[src/rtl/key_lock_pipe.sv]
// ---------------------------------------------------------------------------
// KeyLockPipe: pipelined key checker with an unlock/lockout state machine.
//
// A key candidate is accepted while the lock is OPEN. It flows through four
// registered transform stages (mask, shift, xor, subtract). The result is
// compared against TARGET and retired as a one-cycle res_valid pulse. A
// matching key unlocks. MAX_FAILS consecutive misses start a timed lockout.
//
// Ports
//   clk        in   sole clock, all state updates on the rising edge
//   rst        in   synchronous active-high reset, highest priority
//   key_valid  in   key candidate present
//   key        in   [WIDTH-1:0] key candidate
//   key_ready  out  a key is accepted this cycle (only while OPEN)
//   relock     in   return from UNLOCKED to OPEN
//   res_valid  out  one-cycle pulse per retired attempt
//   res_ok     out  retired attempt matched TARGET (qualified by res_valid)
//   lock       out  high while UNLOCKED
//   locked_out out  high while in LOCKOUT
//   fail_count out  consecutive failure count
// ---------------------------------------------------------------------------
module key_lock_pipe #(
  parameter int                 WIDTH          = 64,
  parameter logic [WIDTH-1:0]   MASK           = 64'hF0F0F0F0F0F0F0F0,
  parameter int                 SHIFT          = 5,
  // "HACKERS!" as ASCII
  parameter logic [WIDTH-1:0]   XOR_K          = 64'h4841434B45525321,
  parameter logic [WIDTH-1:0]   SUB_K          = 64'd12345678,
  parameter logic [WIDTH-1:0]   TARGET         = 64'h5443474D489DFDD3,
  parameter int                 MAX_FAILS      = 3,
  parameter int                 LOCKOUT_CYCLES = 16
) (
  input  logic                           clk,
  input  logic                           rst,
  input  logic                           key_valid,
  input  logic [WIDTH-1:0]               key,
  output logic                           key_ready,
  input  logic                           relock,
  output logic                           res_valid,
  output logic                           res_ok,
  output logic                           lock,
  output logic                           locked_out,
  output logic [$clog2(MAX_FAILS+1)-1:0] fail_count
);

  localparam int FC_W = $clog2(MAX_FAILS + 1);
  // One extra state value keeps the counter at least one bit wide even when
  // LOCKOUT_CYCLES is 1.
  localparam int LO_W = $clog2(LOCKOUT_CYCLES + 1);

  localparam logic [FC_W-1:0] MAX_FAILS_C = FC_W'(MAX_FAILS);
  localparam logic [LO_W-1:0] LO_LOAD     = LO_W'(LOCKOUT_CYCLES - 1);

  typedef enum logic [1:0] {
    ST_OPEN     = 2'd0,
    ST_UNLOCKED = 2'd1,
    ST_LOCKOUT  = 2'd2
  } lockState_t;

  lockState_t       r_state;
  lockState_t       w_nextState;

  logic [FC_W-1:0]  r_failCount;
  logic [FC_W-1:0]  w_nextFailCount;
  logic [FC_W-1:0]  w_failInc;

  logic [LO_W-1:0]  r_loCount;
  logic [LO_W-1:0]  w_nextLoCount;

  logic             r_s1Valid;
  logic             r_s2Valid;
  logic             r_s3Valid;
  logic             r_s4Valid;
  logic [WIDTH-1:0] r_s1Data;
  logic [WIDTH-1:0] r_s2Data;
  logic [WIDTH-1:0] r_s3Data;
  logic [WIDTH-1:0] r_s4Data;

  logic             w_accept;
  logic             w_retire;
  logic             w_match;
  logic             w_flush;

  // A transfer happens only while OPEN. The pipe never stalls, so OPEN is
  // the only thing that gates acceptance.
  assign w_accept  = key_valid && (r_state == ST_OPEN);

  // Results only retire in OPEN. Outside OPEN the valids were flushed on
  // entry, so this gate is belt-and-braces against a stray valid.
  assign w_retire  = r_s4Valid && (r_state == ST_OPEN);
  assign w_match   = (r_s4Data == TARGET);
  assign w_failInc = r_failCount + FC_W'(1);

  // State, failure counter and lockout timer registers. Reset wins over
  // everything, including a result retiring on the same edge.
  always_ff @(posedge clk) begin
    if (rst) begin
      r_state     <= ST_OPEN;
      r_failCount <= '0;
      r_loCount   <= '0;
    end else begin
      r_state     <= w_nextState;
      r_failCount <= w_nextFailCount;
      r_loCount   <= w_nextLoCount;
    end
  end

  // Next-state logic. A retiring result in OPEN either unlocks, bumps the
  // failure count, or (on the MAX_FAILS-th consecutive miss) starts the
  // lockout timer. Entering UNLOCKED or LOCKOUT also flushes every attempt
  // still in flight, including one accepted on that same edge.
  always_comb begin
    w_nextState     = r_state;
    w_nextFailCount = r_failCount;
    w_nextLoCount   = r_loCount;
    w_flush         = 1'b0;
    unique case (r_state)
      ST_OPEN: begin
        if (w_retire) begin
          if (w_match) begin
            w_nextState     = ST_UNLOCKED;
            w_nextFailCount = '0;
            w_flush         = 1'b1;
          end else if (w_failInc == MAX_FAILS_C) begin
            w_nextState     = ST_LOCKOUT;
            w_nextFailCount = '0;
            w_nextLoCount   = LO_LOAD;
            w_flush         = 1'b1;
          end else begin
            w_nextFailCount = w_failInc;
          end
        end
      end
      ST_UNLOCKED: begin
        if (relock) begin
          w_nextState = ST_OPEN;
        end
      end
      ST_LOCKOUT: begin
        // The timer is loaded with LOCKOUT_CYCLES-1 on entry so that the
        // state stays in LOCKOUT for exactly LOCKOUT_CYCLES clocks.
        if (r_loCount == '0) begin
          w_nextState = ST_OPEN;
        end else begin
          w_nextLoCount = r_loCount - LO_W'(1);
        end
      end
      default: begin
        w_nextState = ST_OPEN;
      end
    endcase
  end

  // Stage valid bits. They travel with the data and are all cleared on a
  // flush so that younger attempts never retire after a state change.
  always_ff @(posedge clk) begin
    if (rst || w_flush) begin
      r_s1Valid <= 1'b0;
      r_s2Valid <= 1'b0;
      r_s3Valid <= 1'b0;
      r_s4Valid <= 1'b0;
    end else begin
      r_s1Valid <= w_accept;
      r_s2Valid <= r_s1Valid;
      r_s3Valid <= r_s2Valid;
      r_s4Valid <= r_s3Valid;
    end
  end

  // Transform datapath. The data registers carry no reset since their
  // contents are meaningless whenever the matching valid bit is low.
  // The shift keeps WIDTH bits, dropping the top and zero-filling the bottom;
  // the subtraction wraps modulo 2^WIDTH.
  always_ff @(posedge clk) begin
    r_s1Data <= key & MASK;
    r_s2Data <= r_s1Data << SHIFT;
    r_s3Data <= r_s2Data ^ XOR_K;
    r_s4Data <= r_s3Data - SUB_K;
  end

  // Registered result. res_ok is forced low whenever no result retires so
  // it never shows a stale match outside a res_valid pulse.
  always_ff @(posedge clk) begin
    if (rst) begin
      res_valid <= 1'b0;
      res_ok    <= 1'b0;
    end else begin
      res_valid <= w_retire;
      res_ok    <= w_retire && w_match;
    end
  end

  assign key_ready  = (r_state == ST_OPEN);
  assign lock       = (r_state == ST_UNLOCKED);
  assign locked_out = (r_state == ST_LOCKOUT);
  assign fail_count = r_failCount;

endmodule

[config.mk]
export PLATFORM = sky130hd
export DESIGN_NAME = key_lock_pipe
export DESIGN_NICKNAME = d
export VERILOG_FILES = /design/src/rtl/key_lock_pipe.sv
export SDC_FILE = /design/constraint.sdc
export NUM_CORES = 1
export LEC_CHECK = 0
export BUFFER_PORTS_ARGS = -buffer_cell sky130_fd_sc_hd__buf_2
export CAP_MARGIN = 20
export CORE_AREA = 5 5 122 78
export DETAILED_ROUTE_END_ITERATION = 10
export DIE_AREA = 0 0 127 83
export PLACE_DENSITY = 0.67
export SYNTH_ARGS = -nofsm -noshare
export SYNTH_HDL_FRONTEND = slang
export SYNTH_SLANG_ARGS = --single-unit
[constraint.sdc]
create_clock -name clk -period 2.01 [get_ports clk]
set_input_delay 0.1005 -clock clk [delete_from_list [all_inputs] [get_ports clk]]
set_output_delay 0.1005 -clock clk [all_outputs]
set_load 0.01 [all_outputs]
==> results.py <==
metrics = {
    "clock_tree": {
        "cts_tree": "yes",
        "cts_sinks": 129,
        "clk_latency_ps": 390,
        "cts_made_buffers": 17,
        "cts.htree.levels": 4,
        "cts.clk_slew.worst_paths_ps": 50,
        "cts_buffer_depth": 2,
        "clockRootBuffer": "clkbuf_16",
    },
    "drt": {
        "dr.pass1.iters": 6,
        "drtIter0Drc": 60,
        "viasPerCell": 4.057,
        "drt-total-wl_mm": 4.555,
        "num_vias": 1773,
        "ant_nets": 0,
        "drc": 0,
        "wl_per_cell_um": 10.42,
    },
    "yosys": {
        "syn_area_um2": 3188,
        "synth_cell_types": 38,
        "synth_fp_nets": 296,
        "synth_area_leaders": "dfxtp_1 (81%), inv_1 (1.9%), ha_1 (1.6%), nand2_1 (1.3%), nor4bb_1 (1.3%)",
        "ys_seq_elements": 129,
        "synth_cells": 224,
        "synth.avg_cell_area_um2": 14.23,
        "yosys_warnings": 0,
        "synth_top_area_share": 0.8100,
        "yosysSeqAreaShare": 0.8100,
        "yosysTopAreaCell": "dfxtp_1",
    },
    "setup_path": {
        "critical_path_class": "reg2reg",
        "cp.required_ps": 2280,
        "arrival_ps": 2050,
        "path_cells": "inv_1 > ha_1 > or4b_4 > and2_4 > o221ai_4 > a31oi_1",
        "cp-end-kind": "flop",
        "setup.worst_path.start_class": "flop",
        "crit_path_max_incr_delay_ps": 500,
        "worstPathMaxFanout": 6,
        "crit_slowest_cell": "or4b_4",
    },
    "place": {
        "placed_cell_area_um2": 3532,
        "hpwlAfterDp_mm": 2.879,
        "portBuffers": 38,
        "gp_congestion": 0.7655,
    },
    "timing": {
        "fin_worst_skew_ps": 6.481,
        "timing.final.crit_share": 0.8883,
        "rsz0062_at_grt": "no",
        "worstMarginPinSlew_ps": 463.1,
        "slew_violations": 0,
        "holdWs_ps": 41.94,
        "setup_viol": 0,
        "period_minus_slack_ps": 1786,
        "setup_total_negative_slack_ps": 0,
        "fmax_ghz": 0.5601,
        "slew_headroom": 0.6884,
        "hold_viol_final": 0,
    },
    "finish": {
        "drive_above_1_share": 0.2369,
        "postLayoutCellArea_um2": 4446,
        "n_antenna_cell": 0,
        "layout_common_cells": "dfxtp_1 (129), buf_2 (38), dlygate4sd3_1 (30), clkbuf_16 (17), inv_1 (16)",
        "final_common_cell": "dfxtp_1",
        "area_growth_pct": 39.44,
        "finalNetCount": 384,
    },
    "global_routing": {
        "gr-usage-all-layers": 0.09997,
        "grt_use_met2": 0.1444,
        "overflow": 0,
        "grt_max_degree": 17,
        "grt_antenna_before_repair": 0,
        "grt_pass1_wl_mm": 8.059,
        "grt_util_met1": 0.1174,
        "busiest_layer": "met2",
        "use_met3": 0.05897,
        "first_global_vias": 1814,
    },
    "power": {
        "total_power_w": 0.005882,
        "vdd_drop_max_mv": 0.7182,
        "powerDensity_nw_per_um2": 1323,
        "p_leak_nw": 1.936,
    },
    "floorplanning": {
        "start_util": 0.3858,
        "die_area_um2": 10540,
        "chipHeight_um": 83,
        "rows": 26,
        "core_area_um2": 8263,
        "chipWidth_um": 127,
        "ios": 75,
    },
    "run_status": {
        "status": "complete, no violations",
    },
    "flow_run": {
        "maxCapViolations": 0,
    },
    "hold_path": {
        "hold_path_class": "in2reg",
    },
}
-- cell type report --
class,count,area (µm²)
clock inverters,12,156.4
flip-flops and latches,129,2582
clock buffers,20,456.7
well taps,112,140.1
multi-input cells,76,533.0
repair buffers,71,513.0
fillers,685,3817
inverters,17,63.81
-- final timing paths --
check,from,end,slack [ps],cells past startpoint
hold reg to reg,r_s1Data[14]$_DFF_P_,r_s2Data[19]$_DFF_P_,320,0
setup reg to reg,r_loCount[0]$_SDFFE_PP0P_,r_loCount[0]$_SDFFE_PP0P_,220,6
hold / removal,relock,r_state[0]$_SDFFE_PP0P_,40,3
setup / recovery,r_loCount[0]$_SDFFE_PP0P_,r_loCount[0]$_SDFFE_PP0P_,220,6
-- worst max-delay path, delay by kind of cell, from the launching register on --
family                     cells  cell delay [ps]
and+or+nand+nor                2              700
DFF                            1              310
adders and majority gates      1              180
buffers and inverters          1              110
AOI/OAI and AO/OA              2              360
-- what timing repair did --
item | CTS | global route
endpoints found under the hold margin | 30 | 0
setup buffers | 0 | 0
resized for setup | 0 | 0
hold buffers | 30 | 0
endpoints found under the setup margin | 0 | 0
-- per-stage QoR --
stage / setup slack, ps / std cells / util
floorplan: 395.6 / 224 / -
global placement: 261.4 / 375 / 0.4275
detailed placement: 230.9 / 375 / 0.4275
CTS: 221.3 / 437 / 0.5380
global route: 104.6 / 437 / 0.5380
finish: 224.5 / 437 / 0.5380
-- kinds of logic (layout without fill, tap and decap cells) --
| group | count (synthesis) | after routing | share of synthesized area |
|---|---|---|---|
| AO/OA/AOI/OAI | 22 | 22 | 0.05181 |
| adder cells (fa/ha/maj) | 4 | 4 | 0.01570 |
| XOR/XNOR | 5 | 5 | 0.01374 |
| flip-flops | 129 | 129 | 0.8100 |
| AND/OR/NAND/NOR | 44 | 44 | 0.08242 |
| multiplexers | 1 | 1 | 0.003532 |
| buffers and inverters | 19 | 120 | 0.02276 |
-- routing by layer --
layer	wire length, µm	vias up
met5	0	-
met4	34	0
met3	311	4
met2	2049	44
met1	2160	800
li1	-	925
-- report_power, final --
group          switching, W  internal, W
Sequential        0.0000317      0.00269
Clock               0.00103      0.00202
Combinational     0.0000351    0.0000777
-- sequential cells by signal, summed over array words and instances, names as in the netlist --
name        cells
res_ok          1
res_valid       1
r_s1Data       28
r_s4Valid       1
r_loCount       5
r_s3Data       28
fail_count      2
r_s1Valid       1
r_s3Valid       1
r_s2Valid       1
r_s4Data       30
r_state         2
r_s2Data       28
-- Yosys cell counts --
library cell,number
nor3_1,3
nand3_1,3
or4b_4,1
nor4bb_1,4
xor2_1,4
a32o_1,1
and4b_1,1
a31oi_1,1
o32ai_1,1
or2_2,1
mux2_2,1
o21ai_0,3
and2_4,1
nor2_1,6
and3_1,1
o22ai_1,3
buf_2,1
o221ai_4,1
dfxtp_1,129
nand4_1,2
xnor2_1,1
nor4b_1,2
nor4_1,2
a22o_1,1
clkinv_1,1
nand4b_1,1
a21oi_1,7
and2_1,1
nand2_1,11
ha_1,4
a211o_1,1
o31a_1,2
nor2b_1,2
o211a_1,1
nand2b_1,1
inv_1,16
nor3b_1,1
clkbuf_1,1
(Power assumes the default switching activity.)
